--- src/rtl/bram_operand_reader_pkg.sv ---
// Shared derived constants and state type for the operand BRAM reader and its peers.
package bram_operand_reader_pkg;

  typedef enum logic [1:0] {StIdle, StRun, StDrain} rd_state_e;

  // Words per matrix row.
  function automatic int unsigned calc_row_words(int unsigned inner, int unsigned chunk);
    return inner / chunk;
  endfunction

  // Number of row-blocks in the matrix.
  function automatic int unsigned calc_num_rb(int unsigned outer, int unsigned block);
    return outer / block;
  endfunction

  // Beats streamed by one full traversal.
  function automatic int unsigned calc_total_beats(int unsigned outer, int unsigned inner,
                                                   int unsigned chunk, int unsigned rep);
    return outer * (inner / chunk) * rep;
  endfunction

  // Counter width able to hold 0..n-1 (at least one bit).
  function automatic int unsigned cnt_w(int unsigned n);
    return (n > 1) ? $clog2(n) : 1;
  endfunction

endpackage

--- src/rtl/bram_operand_reader_if.sv ---
// Valid/ready word stream carrying a last-beat marker.
interface bram_operand_reader_if #(
  parameter int unsigned DataW = 64
) ();
  logic             valid;
  logic             ready;
  logic             last;
  logic [DataW-1:0] data;

  modport master (output valid, data, last, input ready);
  modport slave  (input valid, data, last, output ready);
endinterface

--- src/rtl/bram_operand_reader_skid_fifo.sv ---
// Two-entry FIFO absorbing read data already in flight when the consumer stalls.
module bram_operand_reader_skid_fifo #(
  parameter int unsigned DataW = 65
) (
  input  logic             clk_i,
  input  logic             rst_i,
  input  logic             push_i,
  input  logic [DataW-1:0] wdata_i,
  input  logic             pop_i,
  output logic [DataW-1:0] rdata_o,
  output logic             valid_o,
  output logic [1:0]       count_o
);

  logic [DataW-1:0] mem_q [2];
  logic [DataW-1:0] mem_d [2];
  logic             wr_ptr_q, wr_ptr_d;
  logic             rd_ptr_q, rd_ptr_d;
  logic [1:0]       count_q, count_d;

  // Next-state: write at wr_ptr on push, advance rd_ptr on pop.
  always_comb begin
    mem_d    = mem_q;
    wr_ptr_d = wr_ptr_q;
    rd_ptr_d = rd_ptr_q;
    if (push_i) begin
      mem_d[wr_ptr_q] = wdata_i;
      wr_ptr_d        = ~wr_ptr_q;
    end
    if (pop_i) begin
      rd_ptr_d = ~rd_ptr_q;
    end
    count_d = count_q + 2'(push_i) - 2'(pop_i);
  end

  // Storage and pointers; reset also zeroes the payload so the output reads 0.
  always_ff @(posedge clk_i) begin
    if (rst_i) begin
      mem_q[0] <= '0;
      mem_q[1] <= '0;
      wr_ptr_q <= 1'b0;
      rd_ptr_q <= 1'b0;
      count_q  <= 2'd0;
    end else begin
      mem_q    <= mem_d;
      wr_ptr_q <= wr_ptr_d;
      rd_ptr_q <= rd_ptr_d;
      count_q  <= count_d;
    end
  end

  assign rdata_o = mem_q[rd_ptr_q];
  assign valid_o = (count_q != 2'd0);
  assign count_o = count_q;

endmodule

--- src/rtl/bram_operand_reader.sv ---
// Walks an operand BRAM in row-block tile order, replaying each row-block REPEAT times,
// and streams the words out through a two-entry skid FIFO.
module bram_operand_reader
  import bram_operand_reader_pkg::*;
#(
  parameter int unsigned WIDTH           = 16,
  parameter int unsigned CHUNK_SIZE      = 4,
  parameter int unsigned BLOCK_SIZE      = 2,
  parameter int unsigned INNER_DIMENSION = 256,
  parameter int unsigned OUTER_DIMENSION = 2754,
  parameter int unsigned REPEAT          = 32,
  parameter int unsigned ADDR_W          = 18,
  localparam int unsigned DATA_W         = WIDTH * CHUNK_SIZE
) (
  input  logic              clk,
  input  logic              rst,
  input  logic              start,
  output logic              ready,
  output logic              done,
  output logic              bram_enb,
  output logic [ADDR_W-1:0] bram_addrb,
  input  logic [DATA_W-1:0] bram_doutb,
  bram_operand_reader_if.master m_if
);

  localparam int unsigned ROW_WORDS = calc_row_words(INNER_DIMENSION, CHUNK_SIZE);
  localparam int unsigned NUM_RB    = calc_num_rb(OUTER_DIMENSION, BLOCK_SIZE);
  localparam int unsigned KW        = cnt_w(ROW_WORDS);
  localparam int unsigned RW        = cnt_w(BLOCK_SIZE);
  localparam int unsigned PW        = cnt_w(REPEAT);
  localparam int unsigned BW        = cnt_w(NUM_RB);
  localparam logic [ADDR_W-1:0] RowStep = ADDR_W'(ROW_WORDS);
  localparam logic [ADDR_W-1:0] BlkStep = ADDR_W'(BLOCK_SIZE * ROW_WORDS);

  if ((OUTER_DIMENSION % BLOCK_SIZE) != 0) begin : g_bad_outer
    $error("OUTER_DIMENSION must be a multiple of BLOCK_SIZE");
  end

  rd_state_e         st_q, st_d;
  logic [KW-1:0]     k_q, k_d;
  logic [RW-1:0]     r_q, r_d;
  logic [PW-1:0]     p_q, p_d;
  logic [BW-1:0]     rb_q, rb_d;
  logic [ADDR_W-1:0] row_addr_q, row_addr_d;  // (rb*BLOCK_SIZE + r) * ROW_WORDS
  logic [ADDR_W-1:0] blk_base_q, blk_base_d;  // rb * BLOCK_SIZE * ROW_WORDS
  logic              in_flight_q, in_flight_d;
  logic              in_last_q, in_last_d;
  logic              done_q, done_d;

  logic              pop;
  logic              issue;
  logic [2:0]        occ;
  logic              k_last, r_last, p_last, rb_last;
  logic [1:0]        fifo_count;
  logic              fifo_valid;
  logic [DATA_W:0]   fifo_rdata;

  assign k_last  = (k_q == KW'(ROW_WORDS - 1));
  assign r_last  = (r_q == RW'(BLOCK_SIZE - 1));
  assign p_last  = (p_q == PW'(REPEAT - 1));
  assign rb_last = (rb_q == BW'(NUM_RB - 1));

  // Pop frees a slot this same edge, which keeps one beat per clock sustainable.
  assign pop   = fifo_valid & m_if.ready;
  assign occ   = 3'(fifo_count) + 3'(in_flight_q) - 3'(pop);
  assign issue = (st_q == StRun) && (occ < 3'd2);

  // FSM and traversal counters.
  always_comb begin
    st_d        = st_q;
    k_d         = k_q;
    r_d         = r_q;
    p_d         = p_q;
    rb_d        = rb_q;
    row_addr_d  = row_addr_q;
    blk_base_d  = blk_base_q;
    in_flight_d = issue;
    in_last_d   = k_last & r_last;
    done_d      = 1'b0;

    if (issue) begin
      if (!r_last) begin
        r_d        = r_q + RW'(1);
        row_addr_d = row_addr_q + RowStep;
      end else begin
        r_d        = '0;
        row_addr_d = blk_base_q;
        if (!k_last) begin
          k_d = k_q + KW'(1);
        end else begin
          k_d = '0;
          if (!p_last) begin
            p_d = p_q + PW'(1);
          end else begin
            p_d = '0;
            if (!rb_last) begin
              rb_d       = rb_q + BW'(1);
              blk_base_d = blk_base_q + BlkStep;
              row_addr_d = blk_base_q + BlkStep;
            end else begin
              // Final read: everything returns to zero for the next traversal.
              rb_d       = '0;
              blk_base_d = '0;
              row_addr_d = '0;
            end
          end
        end
      end
    end

    unique case (st_q)
      StIdle:  if (start) st_d = StRun;
      StRun:   if (issue && k_last && r_last && p_last && rb_last) st_d = StDrain;
      StDrain: begin
        if (!in_flight_q && (fifo_count == 2'd1) && pop) begin
          st_d   = StIdle;
          done_d = 1'b1;
        end
      end
      default: st_d = StIdle;
    endcase
  end

  // State register with synchronous reset.
  always_ff @(posedge clk) begin
    if (rst) begin
      st_q        <= StIdle;
      k_q         <= '0;
      r_q         <= '0;
      p_q         <= '0;
      rb_q        <= '0;
      row_addr_q  <= '0;
      blk_base_q  <= '0;
      in_flight_q <= 1'b0;
      in_last_q   <= 1'b0;
      done_q      <= 1'b0;
    end else begin
      st_q        <= st_d;
      k_q         <= k_d;
      r_q         <= r_d;
      p_q         <= p_d;
      rb_q        <= rb_d;
      row_addr_q  <= row_addr_d;
      blk_base_q  <= blk_base_d;
      in_flight_q <= in_flight_d;
      in_last_q   <= in_last_d;
      done_q      <= done_d;
    end
  end

  bram_operand_reader_skid_fifo #(
    .DataW (DATA_W + 1)
  ) u_fifo (
    .clk_i   (clk),
    .rst_i   (rst),
    .push_i  (in_flight_q),
    .wdata_i ({in_last_q, bram_doutb}),
    .pop_i   (pop),
    .rdata_o (fifo_rdata),
    .valid_o (fifo_valid),
    .count_o (fifo_count)
  );

  assign ready      = (st_q == StIdle);
  assign done       = done_q;
  assign bram_enb   = issue;
  assign bram_addrb = row_addr_q + ADDR_W'(k_q);
  assign m_if.valid = fifo_valid;
  assign m_if.data  = fifo_rdata[DATA_W-1:0];
  assign m_if.last  = fifo_rdata[DATA_W];

endmodule

--- src/flat_wrapper.sv ---
// flat-port wrapper written by rule: the top's interface ports become plain ports
module bram_operand_reader_flat import bram_operand_reader_pkg::*;
#(
  parameter int unsigned WIDTH           = 16,
  parameter int unsigned CHUNK_SIZE      = 4,
  parameter int unsigned BLOCK_SIZE      = 2,
  parameter int unsigned INNER_DIMENSION = 256,
  parameter int unsigned OUTER_DIMENSION = 2754,
  parameter int unsigned REPEAT          = 32,
  parameter int unsigned ADDR_W          = 18,
  localparam int unsigned DATA_W         = WIDTH * CHUNK_SIZE
)
  (clk, rst, start, ready, done, bram_enb, bram_addrb, bram_doutb, m_if_valid, m_if_data, m_if_last, m_if_ready);
  bram_operand_reader_if #(.DataW(64)) m_if_i ();
  input  logic clk;
  input  logic rst;
  input  logic start;
  output logic ready;
  output logic done;
  output logic bram_enb;
  output logic [ADDR_W-1:0] bram_addrb;
  input  logic [DATA_W-1:0] bram_doutb;
  output wire logic [$bits(m_if_i.valid)-1:0] m_if_valid;
  output wire logic [$bits(m_if_i.data)-1:0] m_if_data;
  output wire logic [$bits(m_if_i.last)-1:0] m_if_last;
  input wire logic [$bits(m_if_i.ready)-1:0] m_if_ready;
  assign m_if_valid = m_if_i.valid;
  assign m_if_data = m_if_i.data;
  assign m_if_last = m_if_i.last;
  assign m_if_i.ready = m_if_ready;
  bram_operand_reader #(.WIDTH(WIDTH), .CHUNK_SIZE(CHUNK_SIZE), .BLOCK_SIZE(BLOCK_SIZE), .INNER_DIMENSION(INNER_DIMENSION), .OUTER_DIMENSION(OUTER_DIMENSION), .REPEAT(REPEAT), .ADDR_W(ADDR_W)) u_core (.clk(clk), .rst(rst), .start(start), .ready(ready), .done(done), .bram_enb(bram_enb), .bram_addrb(bram_addrb), .bram_doutb(bram_doutb), .m_if(m_if_i));
endmodule
--- config.mk ---
export PLATFORM = sky130hd
export DESIGN_NAME = bram_operand_reader_flat
export DESIGN_NICKNAME = d
export VERILOG_FILES = /design/src/rtl/bram_operand_reader_pkg.sv /design/src/rtl/bram_operand_reader_if.sv /design/src/rtl/bram_operand_reader_skid_fifo.sv /design/src/rtl/bram_operand_reader.sv /design/src/flat_wrapper.sv
export SDC_FILE = /design/constraint.sdc
export NUM_CORES = 1
export LEC_CHECK = 0
export ABC_AREA = 1
export BUFFER_PORTS_ARGS = -buffer_cell sky130_fd_sc_hd__buf_2
export CORE_MARGIN = 3
export CORE_UTILIZATION = 40
export CTS_BUF_LIST = sky130_fd_sc_hd__clkbuf_8
export DETAILED_ROUTE_END_ITERATION = 7
export PLACE_DENSITY = 0.62
export SLEW_MARGIN = 10
export SYNTH_ARGS = -nofsm -noshare
export SYNTH_HDL_FRONTEND = slang
export SYNTH_SLANG_ARGS = --single-unit
--- constraint.sdc ---
create_clock -name clk -period 2.8 [get_ports clk]
set_clock_uncertainty 0.05 [all_clocks]
set_input_delay 0.14 -clock clk [delete_from_list [all_inputs] [get_ports clk]]
set_output_delay 0.14 -clock clk [all_outputs]
set_load 0.02 [all_outputs]
==> results of run 1 <==
==> power by group <==
| group | switching [mW] | internal (mW) |
|---|---|---|
| combinational | 1.58 | 0.904 |
| clock | 1.13 | 0.838 |
| sequential | 0.166 | 3.12 |
==> flip-flops by register name, indices dropped and copies added (netlist names) <==
register / flops
u_core.u_fifo.mem_q: 130
u_core.done: 1
u_core.u_fifo.count_o: 2
u_core.u_fifo.wr_ptr_q: 1
u_core.u_fifo.rd_ptr_q: 1
u_core.blk_base_q: 18
u_core.in_flight_q: 1
u_core.rb_q: 11
u_core.r_last: 1
u_core.st_q: 2
u_core.p_q: 5
u_core.k_q: 6
u_core.in_last_q: 1
u_core.row_addr_q: 18
==> final timing paths <==
kind | startpoint | endpoint | slack (ns) | cells past startpoint
setup / recovery | u_core.u_fifo.count_o[0]$_SDFF_PP0_ | bram_enb | -0.02 | 14
hold / removal | rst | u_core.r_last$_SDFFE_PP0N_ | 0.09 | 5
setup reg to reg | u_core.u_fifo.count_o[0]$_SDFF_PP0_ | u_core.blk_base_q[2]$_SDFFE_PP0P_ | 0 | 17
hold reg to reg | u_core.blk_base_q[4]$_SDFFE_PP0P_ | u_core.blk_base_q[4]$_SDFFE_PP0P_ | 0.40 | 2
==> critical path: stages, from the launching register on <==
cell and delay (ns):
dfxtp_2 0.33, or2_4 0.24, nand2_2 0.08, inv_2 0.05, ha_4 0.21, inv_4 0.05
ha_4 0.12, inv_2 0.03, fa_1 0.50, inv_2 0.05, nor2_4 0.15, nand2_8 0.09
inv_8 0.06, buf_6 0.08, buf_6 0.10
==> stage by stage <==
stage	setup slack, ns	power, mW	utilization, %	TNS [ns]	area [um2]
floorplan	0.0841	4.72	-	0	9170
global placement	0.0333	5.46	46.5	0	10300
detailed placement	-0.0207	5.48	46.5	-0.0699	10300
CTS	-0.0171	7.74	52.1	-0.0171	11500
global route	-0.159	8.21	52.7	-2.86	11700
finish	-0.0208	7.74	52.7	-0.0208	11700
==> cell usage in the layout, fill, tap and decap left out, drive strengths merged, types with 3 or more instances in the layout <==
cell	n
a21oi	28
inv	90
o21ai	163
nand4	18
nand2	333
or2	3
dlygate4sd3	66
a31oi	3
nand3	49
nor2	322
buf	196
dfxtp	198
xor2	18
ha	15
clkinv	9
clkbuf	17
nor3	14
==> metal layers <==
layer	wire length (um)	up-vias
li1	-	4652
met1	11100	4024
met2	12200	199
met3	1530	27
met4	341	0
met5	0	-
==> cell type report <==
class                   count  area (um2)
flip-flops and latches    198        3970
inverters                  86         339
clock inverters            15         193
clock buffers              17         234
repair buffers            262        1860
fillers                  2256       10500
well taps                 280         350
multi-input cells         983        4730
==> timing repair <==
action                                  in CTS  in global routing
hold buffers                                66                  0
pin swaps                                   10                  8
endpoints found under the hold margin      130                  0
endpoints found under the setup margin      35                 53
setup buffers                                7                  4
resized for setup                           27                 24
==> kinds of logic after synthesis <==
kind of cell	after synthesis	synth area share, %
AND/OR/NAND/NOR	744	34.0
AO/OA/AOI/OAI	202	11.5
flip-flops	198	43.2
buffers and inverters	153	6.80
XOR/XNOR	20	1.91
adder cells (fa/ha/maj)	17	2.48
==> impl_metrics.csv, run 1 <==
group,metric,value,unit
floorplan,initial_core_util,41.4,%
timing,finalSetupViolCount,1,
critical_path,cp_max_fo,2,
drt,drcViolationCount,0,
synth,syn_area_per_cell,6.87,um2
floorplan,core_area,22200,um2
synth,synthTopCellsByCount,"nand2_1 (319), nor2_1 (312), dfxtp_1 (198), o21ai_0 (151), inv_1 (77)",
synth,syn-num-nets,1419,
synth,synth_cell_types,45,
global_route,grt_start_max_net_pins,66,
floorplan,die_h,157,um
timing,finalMaxSlewViolations,0,
timing,hold_viol_final,0,
layout,layout.cells.non_filler,1841,
clock_network,cts_tree,"yes",
placement,dp_cells,1732,
timing,hold_slack,0.0916,ns
synth,synthFlopType,"dfxtp_1",
synth,yosysTopAreaCell,"dfxtp_1",
drt,drt-total-wl,25100,um
global_route,grt_use_met2,35.6,%
floorplan,rows,54,
global_route,grt_pass1_vias,8679,
drt,num_vias,8902,
timing,rsz0062_at_grt,"yes",
layout,drive_gt1_share,19.7,%
clock_network,clk_pin_slew,0.11,ns
placement,io_buffers,154,
critical_path,cp.required,2.61,ns
clock_network,clk_path_buf_depth,2,
critical_path,startpoint_type,"flip-flop",
global_route,antenna_found_initial,0,
global_route,grt.total_usage,20.4,%
worst_hold_path,hold_class,"in -> reg",
power,p_per_area,663,nW/um2
timing,clock.fmax,355,MHz
synth,ys_seq_area_share,43.2,%
critical_path,crit_type,"reg -> out",
synth,syn-cell-area,9170,um2
timing,setup_slack,-0.0208,ns
drt,drt_iter0_drc,465,
global_route,use_met3,5.83,%
timing,final.min_clock_period,2.82,ns
global_route,grt_pass1_wl,41500,um
drt,viasPerCell,4.84,
run_status,status,"complete, but fails checks",
layout,area_growth,27.3,%
clock_network,cts.sinks,198,
run_status,violations,"negative setup slack",
drt,ant_nets,0,
layout,antenna_cells,0,
floorplan,die_w,157,um
flow_run,max_cap_violations,0,
timing,maxSlewHeadroom,46.9,%
synth,synthTopCellsByArea,"dfxtp_1 (43%), nand2_1 (13%), nor2_1 (13%)",
floorplan,dieArea,24800,um2
critical_path,critPathCaptureType,"primary output",
clock_network,numCtsBuffers,17,
global_route,use_met1,24.6,%
placement,finalWeightedCongestion,0.863,
synth,ys_seq_elements,198,
layout,fin_nets,1633,
synth,yosys.area.top_type_share,43.2,%
synth,synth_edf_count,0,
global_route,top_usage_layer,"met2",
synth,async_flop_share,0,%
clock_network,insertion_delay,0.47,ns
global_route,grt_overflow,0,
synth,yosysWarningCount,0,
drt,drt-pass1-iter-count,5,
floorplan,ios,155,
clock_network,clock-root-buffer,"clkbuf_8",
synth,yosysMostFrequentCell,"nand2_1",
critical_path,crit_arrival,2.63,ns
synth,synth_cells,1334,
timing,worstMarginPinSlew,0.797,ns
placement,post-dp-hpwl,16200,um
drt,post_drt_wl_per_cell,13.6,um
clock_network,cts_max_level,4,
timing,min_period_over_period,101,%
power,p_leak,5.39,nW
power,peakVddDrop,0.370,mV
(Power assumes the default switching activity.)
==> run 2, diff against run 1 <==
==> constraint.sdc (replaced) <==
create_clock -name clk -period 2.54 [get_ports clk]
set_clock_uncertainty 0.05 [all_clocks]
set_input_delay 0.127 -clock clk [delete_from_list [all_inputs] [get_ports clk]]
set_output_delay 0.127 -clock clk [all_outputs]
set_load 0.02 [all_outputs]
==> impl_metrics.csv, run 2 (synthesis results as in run 1) <==
group,metric,value,unit
run_status,status,"complete, but fails checks",
run_status,violations,"negative setup slack",
drt,drt-total-wl,24600,um
global_route,grt_pass1_wl,41600,um
timing,finalMaxSlewViolations,0,
power,peakVddDrop,0.480,mV
layout,multi_input_area,4780,um2
global_route,grt_overflow,0,
layout,largest_register_ffs,130,
clock_network,insertion_delay,0.47,ns
floorplan,initial_core_util,41.4,%
placement,post-dp-hpwl,15700,um
critical_path,endpoint,"u_core.row_addr_q[8]$_SDFFE_PP0N_",
floorplan,dieArea,24800,um2
floorplan,die_h,157,um
clock_network,cts_tree,"yes",
layout,max_flop_register,"u_core.u_fifo.mem_q",
placement,io_buffers,154,
worst_hold_path,min_path_cells,5,
layout,final_common_cell,"nand2_1",
critical_path,critPathCaptureType,"flip-flop",
layout,stdcell_area,11800,um2
timing,finalSetupViolCount,62,
clock_network,cts_max_level,4,
flow_run,max_cap_violations,0,
layout,reg.largest.list,"u_core.u_fifo.mem_q: 130 flops, u_core.blk_base_q: 18 flops, u_core.row_addr_q: 18 flops",
timing,clock.fmax,351,MHz
layout,final_cell_mix,"nand2_1 (313), nor2_1 (309), dfxtp_1 (191)",
critical_path,cp.required,2.86,ns
placement,finalWeightedCongestion,0.848,
placement,dp_cells,1733,
clock_network,clk_path_buf_depth,2,
floorplan,core_area,22200,um2
critical_path,r2r_slack,-0.31,ns
floorplan,ios,155,
critical_path,crit_arrival,3.17,ns
drt,num_vias,9006,
placement,placed_cell_area,10400,um2
clock_network,cts.sinks,198,
global_route,antenna_found_initial,0,
layout,seq_area,3980,um2
floorplan,rows,54,
timing,hold_viol_final,0,
drt,viasPerCell,4.88,
clock_network,numCtsBuffers,17,
floorplan,die_w,157,um
critical_path,cp-startpoint,"u_core.u_fifo.count_o[0]$_SDFF_PP0_",
global_route,grt_start_max_net_pins,87,
timing,min_period_over_period,112,%
critical_path,cp_max_fo,6,
critical_path,crit_type,"reg -> reg",
layout,drive_gt1_share,20.6,%
placement,dpl_worst_slack,-0.237,ns
critical_path,ff2ff_path_depth,19,
worst_hold_path,hold_class,"in -> reg",
timing,setup_slack,-0.313,ns
layout,fin_nets,1636,
critical_path,rr_endpoint,"u_core.row_addr_q[8]$_SDFFE_PP0N_",
layout,antenna_cells,0,
global_route,grt.total_usage,20.2,%
layout,area_growth,28.6,%
power,p_leak,5.43,nW
drt,post_drt_wl_per_cell,13.3,um
critical_path,r2r_start,"u_core.u_fifo.count_o[0]$_SDFF_PP0_",
timing,final.min_clock_period,2.85,ns
timing,rsz0062_at_grt,"yes",
timing,maxSlewHeadroom,46.5,%
drt,ant_nets,0,
clock_network,clk_pin_slew,0.11,ns
layout,fill_cells,2145,
drt,drcViolationCount,0,
timing,worstMarginPinSlew,0.802,ns
global_route,grt_pass1_vias,8928,
power,p_per_area,729,nW/um2
critical_path,startpoint_type,"flip-flop",
drt,drt-pass1-iter-count,5,
clock_network,clock-root-buffer,"clkbuf_8",
layout,layout.cells.non_filler,1844,
drt,drt_iter0_drc,638,
-- run 2: cell count changes in the layout (fill, tap and decap cells not counted), moves of 2 or more --
cell     previous run  this run
buf_4              31        35
dfxtp_1           195       191
dfxtp_4             0         3
ha_1               13        11
ha_2                0         2
inv_6               4         2
inv_8               3         5
nor2_1            306       309
nor2_2              7         3
o21ai_0           149       145
o21ai_1            11        13
o21ai_2             3         5
-- run 2: stage by stage --
stage          TNS [ns]  hold slack [ns]  utilization (%)  power [mW]
5_1_grt          -20.15           0.0622             53.2        9.14
4_1_cts          -11.82           0.0252             52.5        8.55
2_1_floorplan     -2.62            0.212                -        5.23
3_3_place_gp      -5.65            0.312             46.8        6.05
6_report         -13.38           0.0615             53.2        8.60
3_5_place_dp     -10.11            0.319             46.8        6.07
-- run 2: per-layer routing --
metal	wire length, um	vias up	track usage, %	share of wire [%]
li1	-	4661	-	-
met1	10900	4104	24.6	44
met2	11900	202	35.0	49
met3	1250	39	4.62	5.1
met4	513	0	7.40	2.1
met5	0	-	0	0
-- run 2: worst max-delay path, cell delays in order (launching register included) --
cell and delay, ns:
dfxtp_2 0.33, or2_4 0.26, nand2_4 0.07, inv_2 0.04, ha_4 0.20, inv_2 0.06
ha_4 0.12, inv_2 0.03, fa_1 0.54, inv_2 0.06, nor2_4 0.15, nand2_8 0.09
buf_6 0.16, nor2_8 0.14, buf_4 0.14, nand2_2 0.07, nand2_4 0.08, a21oi_1 0.06
nand2_1 0.06, nand2_1 0.05
-- run 2: repair_timing --
action	4_1_cts	5_1_grt
setup buffers	7	6
pin swaps	10	8
hold buffers	66	0
endpoints found under the hold margin	130	0
resized for setup	27	29
setup endpoints to repair	67	71
-- run 2: worst min path at each step --
stage | start | endpoint
floorplan | bram_doutb[35] | u_core.u_fifo.mem_q[100]$_SDFFE_PP0P_
global placement | bram_doutb[28] | u_core.u_fifo.mem_q[93]$_SDFFE_PP0P_
detailed placement | bram_doutb[17] | u_core.u_fifo.mem_q[82]$_SDFFE_PP0P_
CTS | m_if_ready | u_core.u_fifo.rd_ptr_q$_SDFFE_PP0P_
global route | m_if_ready | u_core.u_fifo.rd_ptr_q$_SDFFE_PP0P_
finish | m_if_ready | u_core.u_fifo.rd_ptr_q$_SDFFE_PP0P_
-- run 2: layout make-up --
type	instances	area share, %
clock inverters	15	1.76
inverters	86	2.96
flip-flops and latches	198	33.8
multi-input cells	983	40.6
repair buffers	265	16.0
clock buffers	17	1.98
well taps	280	2.97
-- run 2: report_power, final --
part	internal (mW)	switching, mW
registers	3.44	0.186
logic	1.01	1.75
clock network	0.939	1.27
==> run 3, diff against run 2 <==
--- a/config.mk
+++ b/config.mk
@@ -5,13 +5,12 @@
 export SDC_FILE = /design/constraint.sdc
 export NUM_CORES = 1
 export LEC_CHECK = 0
-export ABC_AREA = 1
 export BUFFER_PORTS_ARGS = -buffer_cell sky130_fd_sc_hd__buf_2
 export CORE_MARGIN = 3
 export CORE_UTILIZATION = 40
 export CTS_BUF_LIST = sky130_fd_sc_hd__clkbuf_8
 export DETAILED_ROUTE_END_ITERATION = 7
-export PLACE_DENSITY = 0.62
+export PLACE_DENSITY = 0.63
 export SLEW_MARGIN = 10
 export SYNTH_ARGS = -nofsm -noshare
 export SYNTH_HDL_FRONTEND = slang
==> impl_metrics.csv, run 3 <==
group,metric,value,unit
floorplan,die_h,154,um
clock_network,cts.sinks,198,
synth,async_flop_share,0,%
clock_network,clk_pin_slew,0.12,ns
drt,drt_iter0_drc,562,
power,p_per_area,710,nW/um2
synth,yosysMostFrequentCell,"nand2_1",
floorplan,dieArea,23800,um2
layout,area_growth,36.0,%
drt,wl_met3,912,um
synth,syn-num-nets,1163,
drt,ant_nets,0,
synth,synth_cells,1078,
run_status,status,"complete, but fails checks",
critical_path,crit_top_cell,"buf_6",
drt,drcViolationCount,0,
drt,met1_length,11300,um
timing,clock.fmax,326,MHz
floorplan,ios,155,
clock_network,clk_path_buf_depth,2,
synth,yosys.area.top_type_share,45.0,%
timing,rsz0062_at_grt,"yes",
global_route,grt_overflow,0,
layout,utilization,56.1,%
timing,final.min_clock_period,3.06,ns
timing,hold_slack,0.0611,ns
floorplan,die_w,154,um
global_route,grt.total_usage,19.9,%
timing,min_period_over_period,121,%
critical_path,cp_slowest_cell,"fa_1",
drt,num_vias,8119,
power,p_leak,4.75,nW
clock_network,insertion_delay,0.47,ns
synth,syn_area_per_cell,8.17,um2
layout,final_common_cell,"nand2_1",
layout,max_flop_register,"u_core.u_fifo.mem_q",
critical_path,critPathCaptureType,"flip-flop",
drt,drt-pass1-iter-count,5,
timing,hold_viol_final,0,
timing,finalMaxSlewViolations,0,
synth,syn-cell-area,8810,um2
timing,finalSetupViolCount,63,
drt,route.met2.wl,11600,um
timing,setup_slack,-0.525,ns
floorplan,core_area,21400,um2
layout,final_cell_mix,"nand2_1 (295), dfxtp_1 (188), buf_2 (147)",
placement,post-dp-hpwl,14900,um
layout,largest_register_ffs,130,
clock_network,numCtsBuffers,17,
timing,worstMarginPinSlew,0.811,ns
clock_network,cts_max_level,4,
drt,viasPerCell,5.06,
layout,antenna_cells,0,
critical_path,cp_slowest_stage_delay,0.51,ns
critical_path,startpoint_type,"flip-flop",
layout,fin_nets,1403,
synth,synthTopCellsByArea,"dfxtp_1 (45%), nand2_1 (13%), a21oi_1 (8.6%)",
drt,top_layer_used,"met4",
synth,ys_seq_area_share,45.0,%
worst_hold_path,hold_class,"in -> reg",
layout,stdcell_area,12000,um2
placement,io_buffers,154,
clock_network,clock-root-buffer,"clkbuf_8",
power,peakVddDrop,0.373,mV
run_status,violations,"negative setup slack",
drt,drt-total-wl,24200,um
critical_path,crit_arrival,3.42,ns
drt,post_drt_wl_per_cell,15.0,um
global_route,grt_start_max_net_pins,94,
synth,synth_edf_count,0,
layout,reg.largest.list,"u_core.u_fifo.mem_q: 130 flops, u_core.blk_base_q: 18 flops, u_core.row_addr_q: 18 flops",
timing,maxSlewHeadroom,45.9,%
synth,ys_seq_elements,198,
global_route,grt_pass1_wl,39700,um
synth,yosysTopAreaCell,"dfxtp_1",
synth,synthTopCellsByCount,"nand2_1 (300), dfxtp_1 (198), a21oi_1 (151), mux2_2 (66), nor2_1 (50)",
critical_path,crit_type,"reg -> reg",
timing,tns,-23.05,ns
synth,synthFlopType,"dfxtp_1",
placement,finalWeightedCongestion,0.818,
clock_network,cts_tree,"yes",
synth,synth_cell_types,54,
flow_run,max_cap_violations,0,
floorplan,rows,53,
synth,yosysWarningCount,0,
layout,fill_cells,1959,
critical_path,cp.required,2.89,ns
layout,drive_gt1_share,30.7,%
global_route,antenna_found_initial,0,
placement,placed_cell_area,10300,um2
floorplan,initial_core_util,41.3,%
global_route,grt_pass1_vias,7926,
critical_path,cp_max_fo,4,
power,finalPower,8.51,mW
critical_path,cp_cell_sequence,"or2_4 -> and2_4 -> ha_4 -> inv_2 -> ha_4 -> inv_2 -> fa_1 -> nand3b_1 -> buf_6 -> buf_6 -> or3_4 -> buf_6 -> a21o_1 -> a31oi_1",
==> run 3: changes by cell type after synthesis, moves of 25 or more <==
cell and delta:
o21ai_0 -138, xnor2_1 +25, inv_1 -57, mux2_2 +66, nand3_1 -27, a21oi_1 +125, nor2_1 -262
==> run 3: final cells by class <==
cell class              count  area [um2]  area share [%]
clock buffers              17         234            1.95
inverters                  20        87.6           0.731
flip-flops and latches    198        3980            33.2
multi-input cells         792        4970            41.5
clock inverters            15         180            1.50
well taps                 275         344            2.87
repair buffers            289        2180            18.2
==> run 3: worst paths after layout <==
path                                                           from  slack, ns  cells past startpoint                                     to
worst max-delay path            u_core.u_fifo.count_o[1]$_SDFF_PP0_      -0.52                     14      u_core.row_addr_q[8]$_SDFFE_PP0N_
worst min-delay path                                     m_if_ready       0.06                      4                 u_core.done$_SDFF_PP0_
worst max register to register  u_core.u_fifo.count_o[1]$_SDFF_PP0_      -0.52                     14      u_core.row_addr_q[8]$_SDFFE_PP0N_
worst min register to register          u_core.in_last_q$_SDFF_PP0_       0.40                      2  u_core.u_fifo.mem_q[129]$_SDFFE_PP0P_
==> run 3: what timing repair did <==
| item | CTS | global route |
|---|---|---|
| hold buffers | 66 | 0 |
| endpoints found under the setup margin | 69 | 77 |
| endpoints found under the hold margin | 136 | 0 |
| gates resized for setup | 44 | 54 |
| cloned | 4 | 0 |
| pin swaps | 22 | 44 |
| buffers inserted | 12 | 10 |
==> run 3: kinds of logic after synthesis <==
logic type / count (synthesis) / synth area share (%)
buf+inv: 90 / 3.99
simple gates: 456 / 22.4
fa+ha+maj: 17 / 2.58
flops: 198 / 45.0
mux: 68 / 8.66
xor+xnor: 41 / 4.08
compound gates: 208 / 13.3
==> run 3: worst max-delay path, delay by kind of cell (launching register included) <==
kind / cells / cell delay, ns
adders and majority gates: 3 / 0.82
DFF: 1 / 0.35
and+or+nand+nor: 4 / 0.93
buffers and inverters: 5 / 0.50
AOI/OAI and AO/OA: 2 / 0.34
==> run 3: routing by layer <==
layer	up-vias	global-route usage, %
met3	23	3.44
met4	0	5.00
met5	-	0
met2	150	33.3
met1	3823	26.7
li1	4123	-
==> run 3: report_power, final <==
group	switching (mW)	internal [mW]	leakage [nW]
Sequential	0.151	3.33	1.60
Clock	1.31	0.762	0.205
Combinational	1.62	1.34	2.94
Total	3.07	5.43	4.75
==> run 3: through the flow <==
stage	cells	worst slack (ns)
floorplan	1078	-0.513
global placement	1484	-0.513
detailed placement	1484	-0.566
CTS	1598	-0.552
global route	1606	-0.616
finish	1606	-0.525
